<file path="config.mk">
export PLATFORM = sky130hd
export DESIGN_NAME = cmps_seq
export DESIGN_NICKNAME = d
export VERILOG_FILES = /design/src/rtl/cmps_seq_pkg.sv /design/src/rtl/cmps_seq_ptr_step.sv /design/src/rtl/cmps_seq.sv
export SDC_FILE = /design/constraint.sdc
export NUM_CORES = 1
export LEC_CHECK = 0
export ABC_CLOCK_PERIOD_IN_PS = 6000
export CAP_MARGIN = 10
export CORE_MARGIN = 1
export CORE_UTILIZATION = 37
export DETAILED_ROUTE_END_ITERATION = 8
export GPL_TIMING_DRIVEN = 0
export PLACE_DENSITY = 0.62
export RECOVER_POWER = 50
export SLEW_MARGIN = 20
export SYNTH_ARGS = -nofsm -noshare
export SYNTH_HDL_FRONTEND = slang
export SYNTH_SLANG_ARGS = --single-unit
export TNS_END_PERCENT = 30
</file>
<file path="constraint.sdc">
create_clock -name clk -period 6 [get_ports clk]
set_input_delay 0.6 -clock clk [delete_from_list [all_inputs] [get_ports clk]]
set_output_delay 0.6 -clock clk [all_outputs]
set_load 0.01 [all_outputs]
</file>
<file path="src/rtl/cmps_seq_pkg.sv">
// Shared encodings for the CMPS execute-stage sequencer and its helpers.
package cmps_seq_pkg;

    // Sequencer states, 3-bit encoding.
    typedef enum logic [2:0] {
        CS_IDLE   = 3'd0,
        CS_RD_SRC = 3'd1,
        CS_RD_DST = 3'd2,
        CS_CMP    = 3'd3,
        CS_FIN    = 3'd4
    } cs_state_e;

    // Operand size encodings (2'b11 is illegal and treated as dword).
    localparam logic [1:0] SZ_BYTE  = 2'b00;
    localparam logic [1:0] SZ_WORD  = 2'b01;
    localparam logic [1:0] SZ_DWORD = 2'b10;

    // Bit positions inside the {OF,SF,ZF,AF,PF,CF} vector produced by alu1.
    localparam int FLAG_CF = 0;
    localparam int FLAG_PF = 1;
    localparam int FLAG_AF = 2;
    localparam int FLAG_ZF = 3;
    localparam int FLAG_SF = 4;
    localparam int FLAG_OF = 5;

    // Fold the illegal size code onto dword so every consumer sees a legal size.
    function automatic logic [1:0] norm_size(input logic [1:0] size);
        return (size == 2'b11) ? SZ_DWORD : size;
    endfunction

endpackage

</file>
<file path="src/rtl/cmps_seq_ptr_step.sv">
// Combinational string-pointer stepper: ptr +/- (1 << size), modulo 2^AW.
module ptr_step
    import cmps_seq_pkg::*;
#(
    parameter int AW = 32
) (
    input  logic [AW-1:0] ptr_i,
    input  logic [1:0]    size_i,
    input  logic          df_i,
    output logic [AW-1:0] ptr_o
);

    logic [AW-1:0] step;

    // Decode the element size into a byte stride.
    always_comb begin
        // NOTE: default first so every path assigns step and no latch is inferred.
        step = '0;
        case (norm_size(size_i))
            SZ_BYTE: step = AW'(1);
            SZ_WORD: step = AW'(2);
            default: step = AW'(4);
        endcase
    end

    // Direction flag set walks the string downwards; wrap-around is intentional.
    assign ptr_o = df_i ? (ptr_i - step) : (ptr_i + step);

endmodule

</file>
<file path="src/rtl/cmps_seq.sv">
// CMPS / REP CMPS execute-stage sequencer feeding alu1: reads source then
// destination, samples the compare flags, steps ESI/EDI/ECX and retires.
module cmps_seq
    import cmps_seq_pkg::*;
#(
    parameter int AW = 32,
    parameter int DW = 32
) (
    input  logic          clk,
    input  logic          rst,
    input  logic          start,
    input  logic          rep,
    input  logic          repz,
    input  logic [1:0]    op_size,
    input  logic          df,
    input  logic [AW-1:0] esi_in,
    input  logic [AW-1:0] edi_in,
    input  logic [31:0]   ecx_in,
    output logic          mem_rd_req,
    output logic [AW-1:0] mem_rd_addr,
    output logic [1:0]    mem_rd_size,
    input  logic          mem_rd_ready,
    input  logic [DW-1:0] mem_rd_data,
    output logic [DW-1:0] mem_out_latched,
    output logic [DW-1:0] mem_out,
    input  logic [5:0]    cmps_flags,
    output logic          flags_wr,
    output logic [5:0]    flags_out,
    output logic          reg_wr,
    output logic [AW-1:0] esi_out,
    output logic [AW-1:0] edi_out,
    output logic [31:0]   ecx_out,
    output logic          busy,
    output logic          done
);

    cs_state_e     state_q;
    logic [1:0]    size_q;
    logic          df_q;
    logic          rep_q;
    logic          repz_q;
    logic [AW-1:0] esi_q;
    logic [AW-1:0] edi_q;
    logic [31:0]   ecx_q;
    logic [DW-1:0] src_q;
    logic [DW-1:0] dst_q;
    logic          req_q;
    logic [AW-1:0] addr_q;
    logic          busy_q;
    logic          done_q;
    logic          reg_wr_q;
    logic          flags_wr_q;

    logic [AW-1:0] esi_d;
    logic [AW-1:0] edi_d;
    logic [31:0]   ecx_d;
    logic          zf;
    logic          rep_stop;

    ptr_step #(.AW(AW)) u_esi_step (
        .ptr_i  (esi_q),
        .size_i (size_q),
        .df_i   (df_q),
        .ptr_o  (esi_d)
    );

    ptr_step #(.AW(AW)) u_edi_step (
        .ptr_i  (edi_q),
        .size_i (size_q),
        .df_i   (df_q),
        .ptr_o  (edi_d)
    );

    // REP termination: count exhausted, or the ZF condition of REPE/REPNE fails.
    assign ecx_d    = ecx_q - 32'd1;
    assign zf       = cmps_flags[FLAG_ZF];
    assign rep_stop = (ecx_d == 32'd0) || (repz_q ? !zf : zf);

    // Sequencer FSM with registered strobes, request and address.
    always_ff @(posedge clk) begin
        if (rst) begin
            state_q    <= CS_IDLE;
            size_q     <= '0;
            df_q       <= 1'b0;
            rep_q      <= 1'b0;
            repz_q     <= 1'b0;
            esi_q      <= '0;
            edi_q      <= '0;
            ecx_q      <= '0;
            src_q      <= '0;
            dst_q      <= '0;
            req_q      <= 1'b0;
            addr_q     <= '0;
            busy_q     <= 1'b0;
            done_q     <= 1'b0;
            reg_wr_q   <= 1'b0;
            flags_wr_q <= 1'b0;
        end else begin
            // NOTE: non-blocking throughout so every register updates from pre-edge values.
            done_q     <= 1'b0;
            reg_wr_q   <= 1'b0;
            flags_wr_q <= 1'b0;
            case (state_q)
                CS_IDLE: begin
                    if (start) begin
                        size_q <= norm_size(op_size);
                        df_q   <= df;
                        rep_q  <= rep;
                        repz_q <= repz;
                        esi_q  <= esi_in;
                        edi_q  <= edi_in;
                        ecx_q  <= ecx_in;
                        busy_q <= 1'b1;
                        if (rep && (ecx_in == 32'd0)) begin
                            state_q  <= CS_FIN;
                            done_q   <= 1'b1;
                            reg_wr_q <= 1'b1;
                        end else begin
                            state_q <= CS_RD_SRC;
                            req_q   <= 1'b1;
                            addr_q  <= esi_in;
                        end
                    end
                end
                CS_RD_SRC: begin
                    if (mem_rd_ready) begin
                        src_q   <= mem_rd_data;
                        esi_q   <= esi_d;
                        addr_q  <= edi_q;
                        state_q <= CS_RD_DST;
                    end
                end
                CS_RD_DST: begin
                    if (mem_rd_ready) begin
                        dst_q      <= mem_rd_data;
                        edi_q      <= edi_d;
                        req_q      <= 1'b0;
                        flags_wr_q <= 1'b1;
                        state_q    <= CS_CMP;
                    end
                end
                CS_CMP: begin
                    if (rep_q && !rep_stop) begin
                        ecx_q   <= ecx_d;
                        req_q   <= 1'b1;
                        addr_q  <= esi_q;
                        state_q <= CS_RD_SRC;
                    end else begin
                        if (rep_q) begin
                            ecx_q <= ecx_d;
                        end
                        done_q   <= 1'b1;
                        reg_wr_q <= 1'b1;
                        state_q  <= CS_FIN;
                    end
                end
                CS_FIN: begin
                    busy_q  <= 1'b0;
                    state_q <= CS_IDLE;
                end
                default: begin
                    req_q   <= 1'b0;
                    busy_q  <= 1'b0;
                    state_q <= CS_IDLE;
                end
            endcase
        end
    end

    assign mem_rd_req      = req_q;
    assign mem_rd_addr     = addr_q;
    assign mem_rd_size     = size_q;
    assign mem_out_latched = src_q;
    assign mem_out         = dst_q;
    // alu1 evaluates src - dst combinationally during CMP; pass its flags through.
    assign flags_wr        = flags_wr_q;
    assign flags_out       = flags_wr_q ? cmps_flags : 6'd0;
    assign reg_wr          = reg_wr_q;
    assign esi_out         = esi_q;
    assign edi_out         = edi_q;
    assign ecx_out         = ecx_q;
    assign busy            = busy_q;
    assign done            = done_q;

endmodule

</file>
==> impl_metrics.yaml <==
clock_network:
  cts_tree: "done"
  cts_resized: 0
  root_buffer: "clkbuf_16"
  cts-htree-levels: 1
  cts.path.max_buffers: 3
  numCtsBuffers: 25
  postCtsHoldBufs: 0
  cts_setup_buffers: 0
  cts.clk_slew.worst_paths_ns: 0.06
  insertion_delay_ns: 0.54
  clkSinkCount: 204
global_route:
  antenna_found_initial: 4
  track_usage_pct: 29.4
  grt_pass1_vias: 13600
  grt_max_degree: 46
  grt_pass1_wl_um: 80600
  overflow: 0
cells_and_area:
  layout.cells.non_filler: 2532
  final_nets: 2276
  multi_input_area_sq_um: 8070
  area_delta_synth_final_pct: 37.8
  fill_cells: 3347
  layout_common_cells: "nand2_1, dfxtp_1, dlygate4sd3_1"
  seq_area_sq_um: 4090
  layout_commonest_cell: "nand2_1"
  layout-drive-gt1-share_pct: 3.12
setup_path:
  crit_fanout: 45
  worst_path_most_repeated_cell: "a21oi_1"
  reg2reg_from: "df_q"
  slowest_stage: "o31ai_1"
  slowest_delay_ns: 0.56
  critical_path_required_ns: 6.40
  crit_type: "flop to flop"
  cp.arrival_ns: 5.43
  setup.worst_path.end_class: "flop"
  r2r_setup_slack_ns: 0.98
  r2r_cells: 14
  start_kind: "flop"
  worstPathCellList: "buf_12 -> clkbuf_1 -> mux2_2 -> fa_1 -> a21oi_1 -> o22ai_1 -> o31ai_1 -> o211ai_1 -> a41oi_1 -> nand4b_1 -> o2111ai_1 -> a21oi_1 -> mux2i_1 -> a2111oi_0"
  r2r_end: "edi_out[30]"
drt:
  drcViolationCount: 0
  drt_iter0_markers: 985
  viasPerCell: 5.62
  ant_nets: 0
  drt_wl_total_um: 53400
  detail_route.first_pass.iterations: 6
  vias: 14200
  routedWlPerCell_um: 21.1
pwr:
  p_per_area_nw_per_um2: 256
  vdd_ir_drop_max_mv: 0.209
  pwr-share-seq_pct: 36.4
  leakage_nw: 7.35
  swShare_pct: 34.8
  p_int_mw: 2.93
  p_clk_share_pct: 32.7
  power_mw: 4.49
  power.switching_mw: 1.56
  p_comb_share_pct: 31.0
synth:
  seq_area_frac_synth_pct: 32.1
  yosys_warnings: 0
  syn_inst: 1693
  ys_seq_elements: 204
  synthAdderAreaFrac_pct: 6.71
  synth-compound-area-share_pct: 23.9
  synthMuxAreaShare_pct: 5.68
  netlist_area_sq_um: 12700
  synthFlopType: "dfxtp_1"
  synth.avg_cell_area_sq_um: 7.51
  synth_edf_count: 0
  synth_xor_area_share_pct: 3.79
  yosysUniqueCellTypes: 73
  yosys.area_share.simple_pct: 23.4
  synthArstFlopShare_pct: 0
  synth_top_family_by_area: "compound AO/OA/AOI/OAI gates"
  syn_nets: 1903
place:
  io_buffers: 345
  gp_congestion: 0.949
  dp_hpwl_um: 40800
  placed_cells: 2487
die:
  coreArea_sq_um: 33700
  io_pins: 348
  rows: 67
  die_x_um: 187
  die_y_um: 187
  initial_utilization_pct: 37.7
  floorplan.die_area_sq_um: 35100
timing:
  slew_headroom_pct: 40.4
  rsz0062_at_grt: "no"
  fmax_ghz: 0.199
  skew_ns: 0.0144
  setup_viol: 0
  worst_pin_slew_ns: 0.893
  finalCriticalPeriod_ns: 5.02
  hold_viol: 0
  finalMaxSlewViolations: 0
  period_share_pct: 83.7
status:
  status: "finished, final reports clean"
worst_hold_path:
  hp-start: "mem_out_latched[7]"
  min_path_cells: 2
  hold_path.class: "flop to flop"
  whs_endpoint: "mem_out_latched[7]"
run:
  max_cap_violations: 0
==> synthesized netlist by cell type (6+ instances only) <==
cell       count  area [sq um]
nor4_1        18           113
and2_1        11          68.8
nand3_1       32           160
nor2_1       175           657
a2111oi_0      6          52.6
buf_1          9          33.8
a221oi_1       9          78.8
inv_1         22          82.6
or3_1         14          87.6
o2111ai_1      6          52.6
buf_2          6          30.0
nand2b_1       9          56.3
a21o_1        37           278
a211oi_1      35           263
dfxtp_1      204          4080
mux2i_1       71           711
xor2_1        17           149
o21ai_0      104           521
nor3_1        39           195
clkbuf_1      97           364
nand2_1      308          1160
or4_1         10          75.1
nand4_1        8          50.1
a311oi_1      23           201
a22oi_1       11          82.6
o31ai_1        7          52.6
o211ai_1      11          82.6
ha_1          65           813
a31oi_1        9          56.3
and3_1        11          68.8
xnor2_1       38           333
o21a_1         9          67.6
nor2b_1        9          56.3
a21oi_1      174           871
==> stage by stage <==
stage	setup slack (ns)	setup TNS (ns)	hold WS, ns	util (%)	area (sq um)
detailed placement	1.07	0	0.446	49.7	16800
global placement	-0.215	-0.299	0.441	49.6	16700
global route	0.689	0	0.468	52.0	17500
CTS	1.05	0	0.453	52.0	17500
floorplan	1.39	0	0.449	-	12700
finish	0.976	0	0.451	52.0	17500
==> worst max path at each step <==
stage | start | end | slack, ns | depth (start not counted)
floorplan | df_q | edi_out[30] | 1.39 | 13
global placement | df_q | edi_out[30] | -0.21 | 13
detailed placement | df_q | edi_out[30] | 1.07 | 14
CTS | df_q | edi_out[30] | 1.05 | 14
global route | df_q | edi_out[30] | 0.69 | 14
finish | df_q | edi_out[30] | 0.98 | 14
==> power by group through the flow <==
stage                     Combinational, mW  Clock, mW  Sequential [mW]
after global placement                 1.39          0             1.67
after floorplan                       0.775          0             1.65
after global routing                   1.52       1.54             1.64
after detailed placement               1.41          0             1.66
after CTS                              1.42       1.49             1.63
final                                  1.39       1.47             1.63
==> kinds of logic after synthesis <==
group,Yosys count
AND/OR/NAND/NOR,672
flip-flops,204
buffers and inverters,140
XOR/XNOR,55
multiplexers,72
adder cells (fa/ha/maj),67
AO/OA/AOI/OAI,483
==> critical path, delay by kind of cell, from the launching register on <==
family,cells,cell delay [ns]
adder cells (fa/ha/maj),1,0.44
AO/OA/AOI/OAI,8,2.41
flip-flops,1,0.50
multiplexers,2,0.60
AND/OR/NAND/NOR,1,0.20
buffers and inverters,2,0.72
==> final cells by class <==
class | instances | share of cell area [%]
Buffer | 117 | 2.72
Sequential cell | 204 | 23.3
Timing Repair Buffer | 346 | 19.8
Clock inverter | 6 | 0.336
Clock buffer | 36 | 4.03
Inverter | 23 | 0.493
Multi-Input combinational cell | 1349 | 46.0
Antenna cell | 3 | 0.0428
Tap cell | 448 | 3.20
==> metal layers <==
| layer | GRT usage [%] | part of all wire, % | wire, um |
|---|---|---|---|
| met3 | 6.92 | 9.0 | 4790 |
| met1 | 37.0 | 42 | 22400 |
| met4 | 12.8 | 4.2 | 2240 |
| met5 | 0 | 0.024 | 13 |
| met2 | 47.8 | 45 | 23900 |
==> flip-flops by register name (all words and copies together) (netlist names) <==
signal,flops
ecx_out,32
edi_out,32
esi_out,32
mem_out,32
mem_out_latched,32
mem_rd_addr,32
state_q,3
mem_rd_size,2
busy,1
df_q,1
flags_wr,1
mem_rd_req,1
reg_wr,1
rep_q,1
repz_q,1
(Power assumes the default switching activity.)
